## config.mk

```make
export PLATFORM = sky130hd
export DESIGN_NAME = data_reader_flat
export DESIGN_NICKNAME = d
export VERILOG_FILES = /design/src/rtl/data_reader_if.sv /design/src/rtl/data_reader.sv /design/src/flat_wrapper.sv
export SDC_FILE = /design/constraint.sdc
export NUM_CORES = 1
export LEC_CHECK = 0
export ABC_AREA = 0
export CAP_MARGIN = 10
export CORE_UTILIZATION = 35
export CTS_BUF_LIST = sky130_fd_sc_hd__clkbuf_8
export CTS_CLUSTER_DIAMETER = 200
export CTS_CLUSTER_SIZE = 20
export DETAILED_ROUTE_END_ITERATION = 8
export GPL_ROUTABILITY_DRIVEN = 0
export PLACE_DENSITY = 0.65
export SYNTH_ARGS = -nofsm -noshare
export SYNTH_HDL_FRONTEND = slang
export SYNTH_SLANG_ARGS = --single-unit
export TNS_END_PERCENT = 100
```

## constraint.sdc

```tcl
create_clock -name clk -period 3.3 [get_ports clk]
set_input_delay 0.33 -clock clk [delete_from_list [all_inputs] [get_ports clk]]
set_output_delay 0.33 -clock clk [all_outputs]
set_load 0.05 [all_outputs]
```

## src/rtl/data_reader_if.sv

```systemverilog
// data_reader_if: producer/consumer bundle for the data_reader FIFO.
// Master = the surrounding logic (producer + consumer), slave = the FIFO.
interface data_reader_if #(
    parameter int DEPTH = 4,
    parameter int WIDTH = 8
);
    localparam int CW = $clog2(DEPTH + 1);

    logic             in_valid;
    logic [WIDTH-1:0] in_data;
    logic             in_ready;
    logic             rd_en;
    logic             rd_valid;
    logic [WIDTH-1:0] rd_data;
    logic [CW-1:0]    count;
    logic             overflow;
    logic             clr_overflow;

    modport master (
        output in_valid, in_data, rd_en, clr_overflow,
        input  in_ready, rd_valid, rd_data, count, overflow
    );

    modport slave (
        input  in_valid, in_data, rd_en, clr_overflow,
        output in_ready, rd_valid, rd_data, count, overflow
    );
endinterface

```

## src/rtl/data_reader.sv

```systemverilog
// data_reader: receive-side first-word-fall-through FIFO with sticky overflow.
// Optional statistics counters (byte_count, drop_count) are built only when
// the macro DATA_READER_STATS_EN is defined.
module data_reader #(
    parameter int DEPTH = 4,
    parameter int WIDTH = 8
) (
    input  logic           clk,
    input  logic           reset,
    data_reader_if.slave   bus
`ifdef DATA_READER_STATS_EN
    ,
    output logic [15:0]    byte_count,
    output logic [7:0]     drop_count
`endif
);
    localparam int CW = $clog2(DEPTH + 1);
    localparam int AW = $clog2(DEPTH);

    logic [WIDTH-1:0] r_mem [DEPTH];
    logic [AW-1:0]    r_wp;
    logic [AW-1:0]    r_rp;
    logic [CW-1:0]    r_count;
    logic             r_overflow;

    logic w_in_ready;
    logic w_rd_valid;
    logic w_push;
    logic w_pop;
    logic w_drop;

    // Handshake flags come from the registered occupancy only, so there is
    // no combinational path from in_valid/rd_en to in_ready/rd_valid.
    assign w_in_ready = (r_count != CW'(DEPTH));
    assign w_rd_valid = (r_count != '0);
    assign w_push     = bus.in_valid && w_in_ready;
    assign w_pop      = bus.rd_en && w_rd_valid;
    assign w_drop     = bus.in_valid && !w_in_ready;

    assign bus.in_ready = w_in_ready;
    assign bus.rd_valid = w_rd_valid;
    assign bus.rd_data  = r_mem[r_rp];
    assign bus.count    = r_count;
    assign bus.overflow = r_overflow;

    // Storage write; contents are never reset, stale entries are masked by count.
    always_ff @(posedge clk) begin
        if (w_push) begin
            r_mem[r_wp] <= bus.in_data;
        end
    end

    // Pointer and occupancy tracking.
    always_ff @(posedge clk) begin
        if (reset) begin
            r_wp    <= '0;
            r_rp    <= '0;
            r_count <= '0;
        end else begin
            if (w_push) begin
                r_wp <= r_wp + AW'(1);
            end
            if (w_pop) begin
                r_rp <= r_rp + AW'(1);
            end
            case ({w_push, w_pop})
                2'b10:   r_count <= r_count + CW'(1);
                2'b01:   r_count <= r_count - CW'(1);
                default: r_count <= r_count;
            endcase
        end
    end

    // Sticky overflow: a drop in the same cycle as a clear keeps it set.
    always_ff @(posedge clk) begin
        if (reset) begin
            r_overflow <= 1'b0;
        end else if (w_drop) begin
            r_overflow <= 1'b1;
        end else if (bus.clr_overflow) begin
            r_overflow <= 1'b0;
        end
    end

`ifdef DATA_READER_STATS_EN
    logic [15:0] r_byte_count;
    logic [7:0]  r_drop_count;

    // Accepted writes wrap; dropped writes saturate at 0xFF.
    always_ff @(posedge clk) begin
        if (reset) begin
            r_byte_count <= '0;
            r_drop_count <= '0;
        end else begin
            if (w_push) begin
                r_byte_count <= r_byte_count + 16'd1;
            end
            if (w_drop && (r_drop_count != 8'hFF)) begin
                r_drop_count <= r_drop_count + 8'd1;
            end
        end
    end

    assign byte_count = r_byte_count;
    assign drop_count = r_drop_count;
`endif

endmodule
```

## src/flat_wrapper.sv

```systemverilog
// flat-port wrapper written by rule: the top's interface ports become plain ports
module data_reader_flat 
#(
    parameter int DEPTH = 4,
    parameter int WIDTH = 8
)
  (clk, reset, bus_in_valid, bus_in_data, bus_rd_en, bus_clr_overflow, bus_in_ready, bus_rd_valid, bus_rd_data, bus_count, bus_overflow);
  data_reader_if #(.DEPTH(DEPTH), .WIDTH(WIDTH)) bus_i ();
  input  logic clk;
  input  logic reset;
  input wire logic [$bits(bus_i.in_valid)-1:0] bus_in_valid;
  input wire logic [$bits(bus_i.in_data)-1:0] bus_in_data;
  input wire logic [$bits(bus_i.rd_en)-1:0] bus_rd_en;
  input wire logic [$bits(bus_i.clr_overflow)-1:0] bus_clr_overflow;
  output wire logic [$bits(bus_i.in_ready)-1:0] bus_in_ready;
  output wire logic [$bits(bus_i.rd_valid)-1:0] bus_rd_valid;
  output wire logic [$bits(bus_i.rd_data)-1:0] bus_rd_data;
  output wire logic [$bits(bus_i.count)-1:0] bus_count;
  output wire logic [$bits(bus_i.overflow)-1:0] bus_overflow;
  assign bus_i.in_valid = bus_in_valid;
  assign bus_i.in_data = bus_in_data;
  assign bus_i.rd_en = bus_rd_en;
  assign bus_i.clr_overflow = bus_clr_overflow;
  assign bus_in_ready = bus_i.in_ready;
  assign bus_rd_valid = bus_i.rd_valid;
  assign bus_rd_data = bus_i.rd_data;
  assign bus_count = bus_i.count;
  assign bus_overflow = bus_i.overflow;
  data_reader #(.DEPTH(DEPTH), .WIDTH(WIDTH)) u_core (.clk(clk), .reset(reset), .bus(bus_i));
endmodule
```

==> flow_metrics.env <==
export IMPL_drcViolationCount=4
export IMPL_cp_data_arrival_time_ps=2250
export IMPL_grt_start_max_net_pins=13
export IMPL_postSynthCellCount=99
export IMPL_final_core_util_pct=46.6
export IMPL_hpwlAfterDp_mm=1.84
export IMPL_synthMostInstantiatedCell="edfxtp_1"
export IMPL_detailed_routing_iterations_pass_1=6
export IMPL_die_height_um=71.0
export IMPL_wirelength_mm=2.74
export IMPL_vdd_drop_max_mv=0.517
export IMPL_number_of_antenna_violations_at_the_first_check_in_global_routing=0
export IMPL_finalWorstSetupSlack_ps=717
export IMPL_flip_flop_and_latch_count_after_synthesis=42
export IMPL_fp_dieW_um=71.0
export IMPL_grt_remaining_overflow=0
export IMPL_clk_latency_ps=290
export IMPL_cap_violations=0
export IMPL_async_flop_share_pct=0
export IMPL_num_nets_final=148
export IMPL_grtUsageTotal_pct=12.4
export IMPL_synth_largest_area_cell="edfxtp_1"
export IMPL_post_synth_top_area_fraction_pct=57.6
export IMPL_violations_in_the_final_reports="DRC"
export IMPL_ioPinCount=27
export IMPL_cts_buffers=5
export IMPL_worst_setup_ep_type="primary output"
export IMPL_final_period_utilization_pct=78.3
export IMPL_synth_edf_count=32
export IMPL_fin_skew_ps=5.51
export IMPL_finalSetupTns_ps=0
export IMPL_holdWs_ps=518
export IMPL_worstPathMaxFanout=8
export IMPL_die_area_um2=5050
export IMPL_cts_tree="done"
export IMPL_cts_num_sinks=42
export IMPL_antenna_violating_nets_post_route=0
export IMPL_routedWlPerCell_um=15.1
export IMPL_fp_coreArea_um2=4470
export IMPL_first_pass_grt_wire_length_mm=4.53
export IMPL_most_frequently_used_flop_master_after_synthesis="edfxtp_1"
export IMPL_synth_area_leaders="edfxtp_1 (58%), dfxtp_1 (12%), mux4_2 (11%), ha_1 (3.8%), inv_1 (1.8%)"
export IMPL_cts_repair_resize_count=0
export IMPL_via_per_inst=4.85
export IMPL_synth_sequential_area_ratio_pct=69.6
export IMPL_syn_cell_area_um2=1670
export IMPL_placedInstanceArea_um2=1980
export IMPL_post_cts_setup_buffer_count=0
export IMPL_via_count_of_the_first_global_routing_pass=953
export IMPL_unrepaired_setup_endpoints_after_global_routing="false"
export IMPL_rr_startpoint="u_core.bus.count[2]$_SDFFE_PP0P_"
export IMPL_status="complete, but fails checks"
export IMPL_cellPowerDensity_nw_per_um2=826
export IMPL_finalSetupViolations=0
export IMPL_place_ws_ps=985
export IMPL_cts_max_level=2
export IMPL_insertedDiodeCount=0
export IMPL_std_cell_rows=24
export IMPL_vias=882
export IMPL_worstSetupPathType="reg -> out"
export IMPL_final_hold_violation_count=0
export IMPL_startpoint_type="flop"
export IMPL_timing_worst_slew_pin_value_ps=546
export IMPL_buffer_ports_inserted=26
export IMPL_power_leakage_uw=0.000717
export IMPL_clock_path_buffers=2
export IMPL_syn_nets=118
export IMPL_critPathRequiredTime_ps=2970
export IMPL_stdcell_area_um2=2090
export IMPL_layout_drive_gt1_share_pct=13.1
export IMPL_synth_top_cells_by_count="edfxtp_1 (32), dfxtp_1 (10), inv_1 (8), mux4_2 (8), nor2_1 (7)"
export IMPL_hp_class="reg -> reg"
export IMPL_r2r_worst_path_cells=9
export IMPL_drt_iter0_markers=26
export IMPL_start_util_pct=37.3
export IMPL_reg2reg_to="u_core.bus.count[2]$_SDFFE_PP0P_"
export IMPL_syn_avg_cell_area_um2=16.8
export IMPL_clk_tree_root_cell="clkbuf_8"
export IMPL_timing_reg2reg_setup_slack_ps=1070
export IMPL_relative_slew_slack_pct=63.5
export IMPL_slew_viol_final=0
export IMPL_clk_pin_slew_ps=80
export IMPL_critical_path_capture_point="bus_rd_data[3]"
export IMPL_syn2layout_area_growth_pct=25.1
export IMPL_cts_hold_buffers_added=0
export IMPL_period_minus_slack_ps=2580
export IMPL_maxClockFrequency_ghz=0.387
export IMPL_ys_warnings_count=0
export IMPL_synth_distinct_cells=22
==> placed cells by master, fill, tap and decap left out <==
cell              n
nor3b_2           1
edfxtp_1         32
or3_1             3
xnor2_1           1
o21ai_0           2
dfxtp_1          10
o311ai_1          1
inv_1            10
ha_1              5
mux4_2            8
a21oi_1           4
and2_1            4
nand2b_1          2
nor2b_1           1
nor2_1            7
fa_1              1
xor2_1            3
mux2i_1           1
clkbuf_8          5
clkdlybuf4s50_1  26
o31a_2            1
bufinv_16         1
nor2_2            1
==> area by class of cell <==
cell class / count / area [um2]
clock buffer: 5 / 68.8
inverter: 8 / 30.0
clock inverter: 3 / 37.5
fill: 394 / 2390
sequential: 42 / 1160
multi-input combinational: 46 / 464
timing repair buffer: 26 / 260
tap: 52 / 65.1
==> how the worst min path moves through the flow <==
stage	cells after the start	endpoint	start	slack, ps
after detailed placement	2	u_core.r_wp[1]$_SDFFE_PP0P_	u_core.r_wp[1]$_SDFFE_PP0P_	510
after global routing	2	u_core.r_wp[1]$_SDFFE_PP0P_	u_core.r_wp[1]$_SDFFE_PP0P_	540
after global placement	2	u_core.r_wp[1]$_SDFFE_PP0P_	u_core.r_wp[1]$_SDFFE_PP0P_	490
after floorplan	0	u_core.r_mem[0][0]$_DFFE_PP_	bus_in_data[0]	430
final	2	u_core.r_wp[1]$_SDFFE_PP0P_	u_core.r_wp[1]$_SDFFE_PP0P_	520
after CTS	2	u_core.r_wp[1]$_SDFFE_PP0P_	u_core.r_wp[1]$_SDFFE_PP0P_	520
==> stage by stage <==
step / std cells / total power, uW
finish: 182 / 1720
floorplan: 99 / 1160
global route: 182 / 1810
detailed placement: 174 / 1350
global placement: 174 / 1340
CTS: 182 / 1740
==> registers in the layout, summed over array words and instances, names as in the netlist, named ones only <==
| name | cells |
|---|---|
| u_core.r_mem | 32 |
| u_core.bus.count | 3 |
| u_core.r_rp | 2 |
| u_core.r_wp | 2 |
| u_core.bus.overflow | 1 |
==> report_power, final <==
group	total [uW]	internal, uW	switching (uW)
Combinational	627	254	373
Sequential	709	638	71.2
Clock	388	220	168
==> layer usage <==
metal | part of all wire, % | vias up | track usage [%]
met2 | 48 | 29 | 21.2
met3 | 6.1 | 7 | 3.42
li1 | - | 422 | -
met5 | 0 | - | 0
met4 | 2.4 | 0 | 7.33
met1 | 44 | 424 | 14.0
==> cell families (layout without fill, tap and decap cells) <==
kind of cell / Yosys count / after routing / synth area share (%)
XOR/XNOR: 4 / 4 / 2.10
AND/OR/NAND/NOR: 19 / 19 / 6.45
adder cells (fa/ha/maj): 6 / 6 / 4.95
AO/OA/AOI/OAI: 8 / 8 / 2.93
flip-flops: 42 / 42 / 69.6
buffers and inverters: 11 / 42 / 2.55
multiplexers: 9 / 9 / 11.4
==> critical path: stages, from the launching register on <==
cell	delay, ps
dfxtp_1	670
mux4_2	570
clkdlybuf4s50_1	720
Note: power is estimated with default switching activity, not from simulation.
